==> src/rtl/seg7_pkg.sv <==
`default_nettype none
// ============================================================================
// seg7_pkg
// Shared 7-segment patterns, code values and helpers for the capture encoder.
// Revision: 1.0
// ============================================================================
package seg7_pkg;

    typedef logic [6:0] seg_t;

    // Segment order {a,b,c,d,e,f,g}
    localparam seg_t SEG_0     = 7'b1111110;
    localparam seg_t SEG_1     = 7'b0110000;
    localparam seg_t SEG_2     = 7'b1101101;
    localparam seg_t SEG_3     = 7'b1111001;
    localparam seg_t SEG_4     = 7'b0110011;
    localparam seg_t SEG_5     = 7'b1011011;
    localparam seg_t SEG_6     = 7'b1011111;
    localparam seg_t SEG_7     = 7'b1110010;
    localparam seg_t SEG_7_ALT = 7'b1110000;
    localparam seg_t SEG_8     = 7'b1111111;
    localparam seg_t SEG_9     = 7'b1111011;
    localparam seg_t SEG_9_ALT = 7'b1110011;
    localparam seg_t SEG_BLANK = 7'b0000000;

    localparam logic [3:0] CODE_BLANK = 4'hF;
    localparam logic [3:0] CODE_ERR   = 4'hE;

    function automatic logic is_onehot(input logic [7:0] v);
        return (v != 8'd0) && ((v & (v - 8'd1)) == 8'd0);
    endfunction

endpackage
`default_nettype wire

==> src/rtl/seg7_capture_encoder_if.sv <==
`default_nettype none
// ============================================================================
// seg7_capture_encoder_if
// Multiplexed segment bus in, published-digit valid/ready stream out.
// Revision: 1.0
// ============================================================================
interface seg7_capture_encoder_if #(
    parameter int NUM_DIGITS = 4
);
    import seg7_pkg::*;
    localparam int IDX_W = $clog2(NUM_DIGITS);

    seg_t                  seg_in;
    logic [NUM_DIGITS-1:0] dig_sel;
    logic                  seg_strobe;
    logic                  out_valid;
    logic                  out_ready;
    logic [IDX_W-1:0]      out_idx;
    logic [3:0]            out_bcd;
    logic                  out_err;
    logic                  sel_err;

    modport master (
        output seg_in, dig_sel, seg_strobe, out_ready,
        input  out_valid, out_idx, out_bcd, out_err, sel_err
    );

    modport slave (
        input  seg_in, dig_sel, seg_strobe, out_ready,
        output out_valid, out_idx, out_bcd, out_err, sel_err
    );
endinterface
`default_nettype wire

==> src/rtl/seg7_pattern_encode.sv <==
`default_nettype none
// ============================================================================
// seg7_pattern_encode
// Combinational 7-segment pattern to BCD / blank / error code.
// Revision: 1.0
// ============================================================================
module seg7_pattern_encode
    import seg7_pkg::*;
(
    input  seg_t       seg,
    output logic [3:0] code
);
    always_comb begin
        case (seg)
            SEG_0:             code = 4'd0;
            SEG_1:             code = 4'd1;
            SEG_2:             code = 4'd2;
            SEG_3:             code = 4'd3;
            SEG_4:             code = 4'd4;
            SEG_5:             code = 4'd5;
            SEG_6:             code = 4'd6;
            SEG_7, SEG_7_ALT:  code = 4'd7;
            SEG_8:             code = 4'd8;
            SEG_9, SEG_9_ALT:  code = 4'd9;
            SEG_BLANK:         code = CODE_BLANK;
            default:           code = CODE_ERR;
        endcase
    end
endmodule
`default_nettype wire

==> src/rtl/seg7_capture_encoder.sv <==
`default_nettype none
// ============================================================================
// seg7_capture_encoder
// Samples a multiplexed 7-segment bus, debounces each digit and publishes
// changes on a valid/ready stream. SEG7_ACTIVE_LOW_EN inverts seg_in.
// Revision: 1.0
// ============================================================================
module seg7_capture_encoder
    import seg7_pkg::*;
#(
    parameter int NUM_DIGITS   = 4,
    parameter int STABLE_SCANS = 3
) (
    input  wire logic              clk,
    input  wire logic              rst_n,
    seg7_capture_encoder_if.slave  bus
);
    localparam int         IDX_W    = $clog2(NUM_DIGITS);
    localparam logic [3:0] c_STABLE = 4'(STABLE_SCANS);

    seg_t             w_seg;
    logic [3:0]       w_code;
    logic             w_onehot;
    logic [IDX_W-1:0] w_sel_idx;

`ifdef SEG7_ACTIVE_LOW_EN
    assign w_seg = ~bus.seg_in;
`else
    assign w_seg = bus.seg_in;
`endif

    seg7_pattern_encode u_encode (.seg(w_seg), .code(w_code));

    assign w_onehot = is_onehot(8'(bus.dig_sel));

    always_comb begin
        w_sel_idx = '0;
        for (int i = 0; i < NUM_DIGITS; i++)
            if (bus.dig_sel[i]) w_sel_idx = IDX_W'(i);
    end

    // Stage 1: sample and encode
    logic             r_s1_valid;
    logic [3:0]       r_s1_code;
    logic [IDX_W-1:0] r_s1_idx;
    logic             r_sel_err;

    always_ff @(posedge clk or negedge rst_n) begin
        if (!rst_n) begin
            r_s1_valid <= 1'b0;
            r_s1_code  <= 4'd0;
            r_s1_idx   <= '0;
            r_sel_err  <= 1'b0;
        end else begin
            r_s1_valid <= bus.seg_strobe && w_onehot;
            r_sel_err  <= bus.seg_strobe && !w_onehot;
            if (bus.seg_strobe && w_onehot) begin
                r_s1_code <= w_code;
                r_s1_idx  <= w_sel_idx;
            end
        end
    end

    // Stage 2: per-digit stability tracking and pending flags
    logic [3:0] r_cand     [NUM_DIGITS];
    logic [3:0] r_cnt      [NUM_DIGITS];
    logic [3:0] r_last     [NUM_DIGITS];
    logic [3:0] r_pend_val [NUM_DIGITS];
    logic [NUM_DIGITS-1:0] r_pend;

    logic [3:0] w_next_cnt;
    logic       w_fire;

    always_comb begin
        if (r_s1_code == r_cand[r_s1_idx])
            w_next_cnt = (r_cnt[r_s1_idx] == c_STABLE) ? c_STABLE : r_cnt[r_s1_idx] + 4'd1;
        else
            w_next_cnt = 4'd1;
        w_fire = r_s1_valid && (w_next_cnt == c_STABLE) && (r_s1_code != r_last[r_s1_idx]);
    end

    // Output stage: round-robin over pending digits, starting after last grant
    logic             r_out_valid;
    logic [IDX_W-1:0] r_out_idx;
    logic [3:0]       r_out_bcd;
    logic             r_out_err;
    logic [IDX_W-1:0] r_ptr;

    logic             w_load;
    logic             w_any;
    logic [IDX_W-1:0] w_grant;

    assign w_load = !r_out_valid || bus.out_ready;

    always_comb begin
        w_any   = 1'b0;
        w_grant = r_ptr;
        // Descending scan so the nearest index after r_ptr wins
        for (int k = NUM_DIGITS; k >= 1; k--) begin
            if (r_pend[(int'(r_ptr) + k) % NUM_DIGITS]) begin
                w_any   = 1'b1;
                w_grant = IDX_W'((int'(r_ptr) + k) % NUM_DIGITS);
            end
        end
    end

    always_ff @(posedge clk or negedge rst_n) begin
        if (!rst_n) begin
            for (int i = 0; i < NUM_DIGITS; i++) begin
                r_cand[i]     <= CODE_BLANK;
                r_cnt[i]      <= 4'd0;
                r_last[i]     <= CODE_BLANK;
                r_pend_val[i] <= CODE_BLANK;
            end
            r_pend      <= '0;
            r_out_valid <= 1'b0;
            r_out_idx   <= '0;
            r_out_bcd   <= 4'd0;
            r_out_err   <= 1'b0;
            r_ptr       <= '0;
        end else begin
            if (r_s1_valid) begin
                r_cand[r_s1_idx] <= r_s1_code;
                r_cnt[r_s1_idx]  <= w_next_cnt;
            end
            if (w_load && w_any)
                r_pend[w_grant] <= 1'b0;
            // Placed after the clear so a same-cycle set takes precedence
            if (w_fire) begin
                r_pend[r_s1_idx]     <= 1'b1;
                r_pend_val[r_s1_idx] <= r_s1_code;
                r_last[r_s1_idx]     <= r_s1_code;
            end
            if (w_load) begin
                r_out_valid <= w_any;
                if (w_any) begin
                    r_out_idx <= w_grant;
                    r_out_bcd <= r_pend_val[w_grant];
                    r_out_err <= (r_pend_val[w_grant] == CODE_ERR);
                    r_ptr     <= w_grant;
                end
            end
        end
    end

    assign bus.out_valid = r_out_valid;
    assign bus.out_idx   = r_out_idx;
    assign bus.out_bcd   = r_out_bcd;
    assign bus.out_err   = r_out_err;
    assign bus.sel_err   = r_sel_err;

endmodule
`default_nettype wire

==> src/flat_wrapper.sv <==
// flat-port wrapper written by rule: the top's interface ports become plain ports
module seg7_capture_encoder_flat import seg7_pkg::*;
#(
    parameter int NUM_DIGITS   = 4,
    parameter int STABLE_SCANS = 3
)
  (clk, rst_n, bus_seg_in, bus_dig_sel, bus_seg_strobe, bus_out_ready, bus_out_valid, bus_out_idx, bus_out_bcd, bus_out_err, bus_sel_err);
  seg7_capture_encoder_if #(.NUM_DIGITS(NUM_DIGITS)) bus_i ();
  input  wire logic clk;
  input  wire logic rst_n;
  input wire logic [$bits(bus_i.seg_in)-1:0] bus_seg_in;
  input wire logic [$bits(bus_i.dig_sel)-1:0] bus_dig_sel;
  input wire logic [$bits(bus_i.seg_strobe)-1:0] bus_seg_strobe;
  input wire logic [$bits(bus_i.out_ready)-1:0] bus_out_ready;
  output wire logic [$bits(bus_i.out_valid)-1:0] bus_out_valid;
  output wire logic [$bits(bus_i.out_idx)-1:0] bus_out_idx;
  output wire logic [$bits(bus_i.out_bcd)-1:0] bus_out_bcd;
  output wire logic [$bits(bus_i.out_err)-1:0] bus_out_err;
  output wire logic [$bits(bus_i.sel_err)-1:0] bus_sel_err;
  assign bus_i.seg_in = bus_seg_in;
  assign bus_i.dig_sel = bus_dig_sel;
  assign bus_i.seg_strobe = bus_seg_strobe;
  assign bus_i.out_ready = bus_out_ready;
  assign bus_out_valid = bus_i.out_valid;
  assign bus_out_idx = bus_i.out_idx;
  assign bus_out_bcd = bus_i.out_bcd;
  assign bus_out_err = bus_i.out_err;
  assign bus_sel_err = bus_i.sel_err;
  seg7_capture_encoder #(.NUM_DIGITS(NUM_DIGITS), .STABLE_SCANS(STABLE_SCANS)) u_core (.clk(clk), .rst_n(rst_n), .bus(bus_i));
endmodule
==> config.mk <==
export PLATFORM = sky130hd
export DESIGN_NAME = seg7_capture_encoder_flat
export DESIGN_NICKNAME = d
export VERILOG_FILES = /design/src/rtl/seg7_pkg.sv /design/src/rtl/seg7_capture_encoder_if.sv /design/src/rtl/seg7_pattern_encode.sv /design/src/rtl/seg7_capture_encoder.sv /design/src/flat_wrapper.sv
export SDC_FILE = /design/constraint.sdc
export NUM_CORES = 1
export LEC_CHECK = 0
export ABC_AREA = 1
export BUFFER_PORTS_ARGS = -buffer_cell sky130_fd_sc_hd__buf_2
export CAP_MARGIN = 20
export CORE_MARGIN = 1
export CORE_UTILIZATION = 45
export CTS_CLUSTER_SIZE = 12
export DETAILED_ROUTE_END_ITERATION = 6
export SLEW_MARGIN = 10
export SYNTH_ARGS = -nofsm -noshare
export SYNTH_HDL_FRONTEND = slang
export SYNTH_SLANG_ARGS = --single-unit
==> constraint.sdc <==
create_clock -name clk -period 2.8 [get_ports clk]
set_input_delay 0.42 -clock clk [delete_from_list [all_inputs] [get_ports clk]]
set_output_delay 0.42 -clock clk [all_outputs]
set_load 0.03 [all_outputs]
==> results of run 1 <==
==> path summary, 6_finish.rpt <==
kind                                                  start                               end  slack, ns  cells after the start
hold / removal                               bus_seg_strobe      u_core.bus.sel_err$_DFF_PN0_       0.29                      3
setup / recovery             u_core.r_s1_idx[1]$_DFFE_PN0P_  u_core.r_pend_val[8]$_DFFE_PN1P_       0.30                     15
min in group asynchronous                             rst_n  u_core.bus.out_valid$_DFFE_PN0N_       0.51                      2
max in group asynchronous                             rst_n      u_core.r_cand[6]$_DFFE_PN1P_       1.62                      3
hold reg to reg            u_core.r_pend_val[3]$_DFFE_PN1P_  u_core.r_pend_val[3]$_DFFE_PN1P_       0.47                      2
setup reg to reg             u_core.r_s1_idx[1]$_DFFE_PN0P_  u_core.r_pend_val[8]$_DFFE_PN1P_       0.30                     15
==> metrics by stage <==
stage / instances / worst slack [ns] / utilization (%) / hold slack, ns
global route: 655 / 0.0712 / 51.3 / 0.296
global placement: 638 / 0.386 / 49.0 / 0.359
CTS: 655 / 0.314 / 51.3 / 0.287
floorplan: 520 / 0.716 / - / 0.124
detailed placement: 638 / 0.366 / 49.0 / 0.367
finish: 655 / 0.298 / 51.3 / 0.293
==> cell type report <==
| cell class | instances | area share (%) |
|---|---|---|
| flip-flops and latches | 68 | 41.3 |
| well taps | 105 | 3.12 |
| clock buffers | 12 | 3.68 |
| multi-input cells | 380 | 42.0 |
| clock inverters | 4 | 0.594 |
| inverters | 57 | 5.08 |
| repair buffers | 29 | 4.16 |
==> worst max-delay path, cell delays in order (launching register included) <==
cell and delay, ns:
dfrtp_1 0.43, inv_2 0.09, nand2_2 0.08, inv_2 0.30, nand2_1 0.09, nand4_1 0.16
ha_1 0.22, nand3_1 0.11, and2_1 0.18, nor2_1 0.09, nand3_1 0.09, nor2_2 0.08
buf_4 0.27, nand2_4 0.10, nand2_1 0.08, nand2_1 0.05
==> logic make-up after synthesis <==
family,count (synthesis)
adder cells (fa/ha/maj),1
AO/OA/AOI/OAI,68
flip-flops,68
AND/OR/NAND/NOR,311
buffers and inverters,72
==> flip-flops by register name (all words and copies together), names as in the netlist <==
signal and cells:
u_core.r_s1_idx 2, u_core.bus.out_valid 1, u_core.bus.out_idx 2, u_core.bus.out_err 1, u_core.r_pend_val 13, u_core.r_s1_valid 1, u_core.bus.sel_err 1, u_core.r_cnt 16
u_core.bus.out_bcd 4, u_core.r_pend 4, u_core.r_last 3, u_core.r_s1_code 4, u_core.r_cand 16
==> layout by cell type (no fill, tap or decap), types with 3 or more instances in the layout <==
cell      count
inv_2         9
nor3_1       12
clkbuf_8     11
nor2_2        3
dfstp_2      32
nand3_1      50
nand4_1       7
dfrtp_1      36
inv_1        48
buf_2        23
a22oi_2       5
o21ai_0      39
nand2_4       4
nand2_1     195
a22oi_1       6
a21oi_1       9
buf_4         4
nand2_2       3
a31oi_1       3
o21ai_1       3
nand3b_1      4
nor2_1       25
==> where the power goes <==
group / internal (mW) / switching (mW)
clock: 0.367 / 0.383
sequential: 1.33 / 0.215
combinational: 0.503 / 1.05
==> per-layer routing <==
metal	share of wire, %	GRT usage, %	up-vias
met3	3.4	5.23	8
met2	48	37.9	62
met4	0.96	5.38	0
met1	48	30.5	1595
met5	0	0	-
li1	-	-	1719
==> results.toml, run 1 <==
[run_status]
status = "finished clean"

[route]
remaining_drc_errors = 0
drt_iter0_markers = 204
drt_wl_total_microns = 9140
first_pass_iters = 4
avgRoutedWirePerCell_microns = 14.0
avgViaCountPerCell = 5.17
ant_nets = 0
dr_total_vias = 3384

[pwr]
irDropWorstVdd_uv = 464
p_total_mw = 3.84
p_per_area_mw_per_mm2 = 912
power_leakage_nw = 2.11

[floorplan]
die_h_microns = 94.3
rows = 33
chipWidth_microns = 94.3
initial_core_util_pct = 46.7
core_area_sq_mm = 0.00822
dieArea_sq_mm = 0.00890
top_level_ports = 24

[final_layout]
fillerInstances = 818
area_growth_pct = 9.85
multi_input_area_sq_mm = 0.00177
seqCellArea_sq_mm = 0.00174
num_antenna_cells = 0
finalNetCount = 561
fin_area_sq_mm = 0.00421
drive_above_1_share_pct = 18.7

[job]
maxCapViolations = 0

[setup_path]
startpoint_type = "register"
cp.required_ns = 3.09
path_class = "reg -> reg"
path_max_fanout = 20
critPathCaptureType = "register"
worstPathArrival_ns = 2.79

[synth]
yosys.area.top_type_share_pct = 23.5
yosys-top-cells-area = "dfrtp_1, dfstp_2, nand2_1"
synth_top_family_by_area = "simple AND/OR/NAND/NOR gates"
yosysUniqueCellTypes = 33
yosys-top-cells-count = "nand2_1, nand3_1, inv_1, o21ai_0, dfrtp_1"
yosysWarnings = 0
synth_adder_area_share_pct = 0.326
ys_seq_area_share_pct = 45.4
yosys-mux-area-fraction_pct = 0
synth_fp_nets = 536
synth-compound-area-share_pct = 10.6
synth_edf_count = 0
syn_area_sq_mm = 0.00384
async_reset_ff_share_pct = 100
yosysTopAreaCell = "dfrtp_1"
yosysMostFrequentCell = "nand2_1"
synth-simple-area-share_pct = 35.3
ys_ff_latch = 68
syn_avg_cell_area_sq_um = 7.38
ys.flop_type = "dfrtp_1"
syn_inst = 520
synth-xor-area-share_pct = 0

[clock_tree]
root_buffer = "clkbuf_8"
numClockSinks = 68
clk_pin_slew_ns = 0.07
clockBufferDepth = 2
cts_tree = "yes"
cts_buffers = 9
htreeDepth = 3
cts_setup_buffers = 0
clk_latency_ns = 0.35
hold_buffers = 1
cts.repair.resized = 0

[place]
portBuffers = 23
placed_area_sq_mm = 0.00402
place_congestion = 0.862
hpwl_microns = 6590

[grt]
grt_pass1_wl_microns = 15600
overflow = 0
grt_pass1_vias = 3268
track_usage_pct = 22.9
antenna_found_initial = 0
grt_max_degree = 54

[sta]
fin_crit_ns = 2.50
setup_viol = 0
clock_skew_ns = 0.0126
fmax_ghz = 0.400
slew_violations = 0
rsz0062_at_grt = "false"
worst_pin_slew_ns = 0.431
hold_viol = 0
slew_headroom_pct = 71.0
period_share_pct = 89.3
tns_ns = 0

[hold_path]
hold_path.class = "in -> reg"
(Power assumes the default switching activity.)
==> inputs of run 2 (changes only) <==
clock period = 2.3 ns   (was 2.8 ns; I/O delays follow)
==> run 2 against run 1 <==
Effect of this change:
- the run now ends with negative hold slack left
- critical path type unchanged
- power grew 29%
- sequential share of layout area shrank 2.2 points
- critical path depth grew 1
- maximum frequency grew 12%
- highest routed layer unchanged
- largest power group unchanged
==> results.toml, run 2 (synthesis gave the netlist of run 1 again) <==
[grt]
track_usage_pct = 22.2
overflow = 0
grt_max_degree = 42
grt_pass1_vias = 3291
grt_pass1_wl_microns = 15100
antenna_found_initial = 0

[setup_path]
path_class = "reg -> reg"
path_max_fanout = 5
critPathCaptureType = "register"
startpoint_type = "register"
cp.required_ns = 2.58
worstPathArrival_ns = 2.51

[job]
maxCapViolations = 0

[hold_path]
hold_path.class = "in -> async"

[floorplan]
chipWidth_microns = 94.3
rows = 33
initial_core_util_pct = 46.7
top_level_ports = 24
core_area_sq_mm = 0.00822
dieArea_sq_mm = 0.00890
die_h_microns = 94.3

[clock_tree]
htreeDepth = 3
hold_buffers = 0
cts_buffers = 9
root_buffer = "clkbuf_8"
clk_latency_ns = 0.35
clockBufferDepth = 2
numClockSinks = 68
cts_tree = "yes"
clk_pin_slew_ns = 0.07

[pwr]
p_total_mw = 4.97
irDropWorstVdd_uv = 485
p_per_area_mw_per_mm2 = 1110
power_leakage_nw = 2.23

[route]
remaining_drc_errors = 0
first_pass_iters = 5
dr_total_vias = 3450
drt_iter0_markers = 150
ant_nets = 0
avgViaCountPerCell = 5.16
drt_wl_total_microns = 9170
avgRoutedWirePerCell_microns = 13.7

[sta]
slew_violations = 0
fin_crit_ns = 2.22
rsz0062_at_grt = "true"
setup_viol = 0
tns_ns = 0
clock_skew_ns = 0.0114
worst_pin_slew_ns = 0.509
hold_viol = 1
fmax_ghz = 0.449
period_share_pct = 96.7
whs_ns = -0.00433
slew_headroom_pct = 66.1

[final_layout]
layout_commonest_cell = "nand2_1"
postLayoutCoreUtil_pct = 54.3
num_antenna_cells = 0
fillerInstances = 791
drive_above_1_share_pct = 23.2
largestRegisters = "u_core.r_cand: 16 flops, u_core.r_cnt: 16 flops, u_core.r_pend_val: 13 flops"
final_cell_mix = "nand2_1, inv_1, nand3_1"
finalNetCount = 575
area_growth_pct = 16.2

[place]
portBuffers = 23
place_congestion = 0.900
hpwl_microns = 6540

[run_status]
status = "complete, but fails checks"
violations = "negative hold slack"
-- run 2: changes by cell type in the layout (fill, tap and decap cells not counted), moves of 3 or more --
cell     change
nand3_1      -3
nand3_2      +3
nand2_1      -6
buf_4       +12
nand2_2      +4
nor2_4       +3
-- run 2: through the flow --
stage | cell area [sq um] | hold slack (ns) | setup slack [ns] | std cells
2_1_floorplan | 3840 | 0.0494 | 0.216 | 520
3_3_place_gp | 4080 | 0.376 | 0.0987 | 646
3_5_place_dp | 4080 | 0.374 | 0.0513 | 646
4_1_cts | 4280 | 0.00303 | 0.0318 | 662
5_1_grt | 4460 | 0.0322 | -0.0560 | 669
6_report | 4460 | -0.00433 | 0.0752 | 669
-- run 2: final timing paths --
path,start,end,slack (ns),cells past startpoint
worst max-delay path,u_core.r_s1_idx[0]$_DFFE_PN0P_,u_core.r_pend_val[13]$_DFFE_PN1P_,0.08,16
worst min-delay path,rst_n,u_core.bus.out_valid$_DFFE_PN0N_,-0.004,2
worst max register to register,u_core.r_s1_idx[0]$_DFFE_PN0P_,u_core.r_pend_val[13]$_DFFE_PN1P_,0.08,16
worst min register to register,u_core.r_pend_val[3]$_DFFE_PN1P_,u_core.r_pend_val[3]$_DFFE_PN1P_,0.47,2
max in group asynchronous,rst_n,u_core.r_cand[1]$_DFFE_PN1P_,1.86,2
min in group clk,bus_seg_strobe,u_core.bus.sel_err$_DFF_PN0_,0.22,3
-- run 2: repair_timing --
| action | in CTS | in global routing |
|---|---|---|
| setup endpoints to repair | 0 | 22 |
| setup buffers | 0 | 5 |
| resized for setup | 0 | 23 |
-- run 2: layout make-up --
class	instances	area, sq um	share of cell area [%]
Sequential cell	68	1740	39.1
Clock buffer	14	163	3.65
Clock inverter	2	35.0	0.786
Timing Repair Buffer	43	325	7.30
Multi-Input combinational cell	380	1840	41.2
Inverter	57	221	4.97
Tap cell	105	131	2.95
-- run 2: worst max-delay path, stage by stage (launching register included) --
cell	delay, ns
dfrtp_2	0.47
inv_2	0.08
nand2_4	0.08
clkinv_4	0.07
buf_12	0.13
nand2_2	0.05
nand2_2	0.07
nor2_4	0.15
inv_2	0.06
or2_1	0.24
nand2_1	0.06
nand4_1	0.13
nor2_4	0.22
buf_12	0.17
nand2_4	0.07
nand2_1	0.07
nand2_1	0.04
-- run 2: layer usage --
layer	global-route usage (%)	wire length, microns	vias up
met1	27.6	4290	1606
met5	0	0	-
met3	4.19	277	17
met4	7.05	165	0
li1	-	-	1755
met2	38.8	4430	72
-- run 2: power breakdown --
| part | switching, mW | internal (mW) | leakage (nW) |
|---|---|---|---|
| Combinational | 1.30 | 0.776 | 1.33 |
| Sequential | 0.273 | 1.62 | 0.793 |
| Clock | 0.447 | 0.560 | 0.101 |
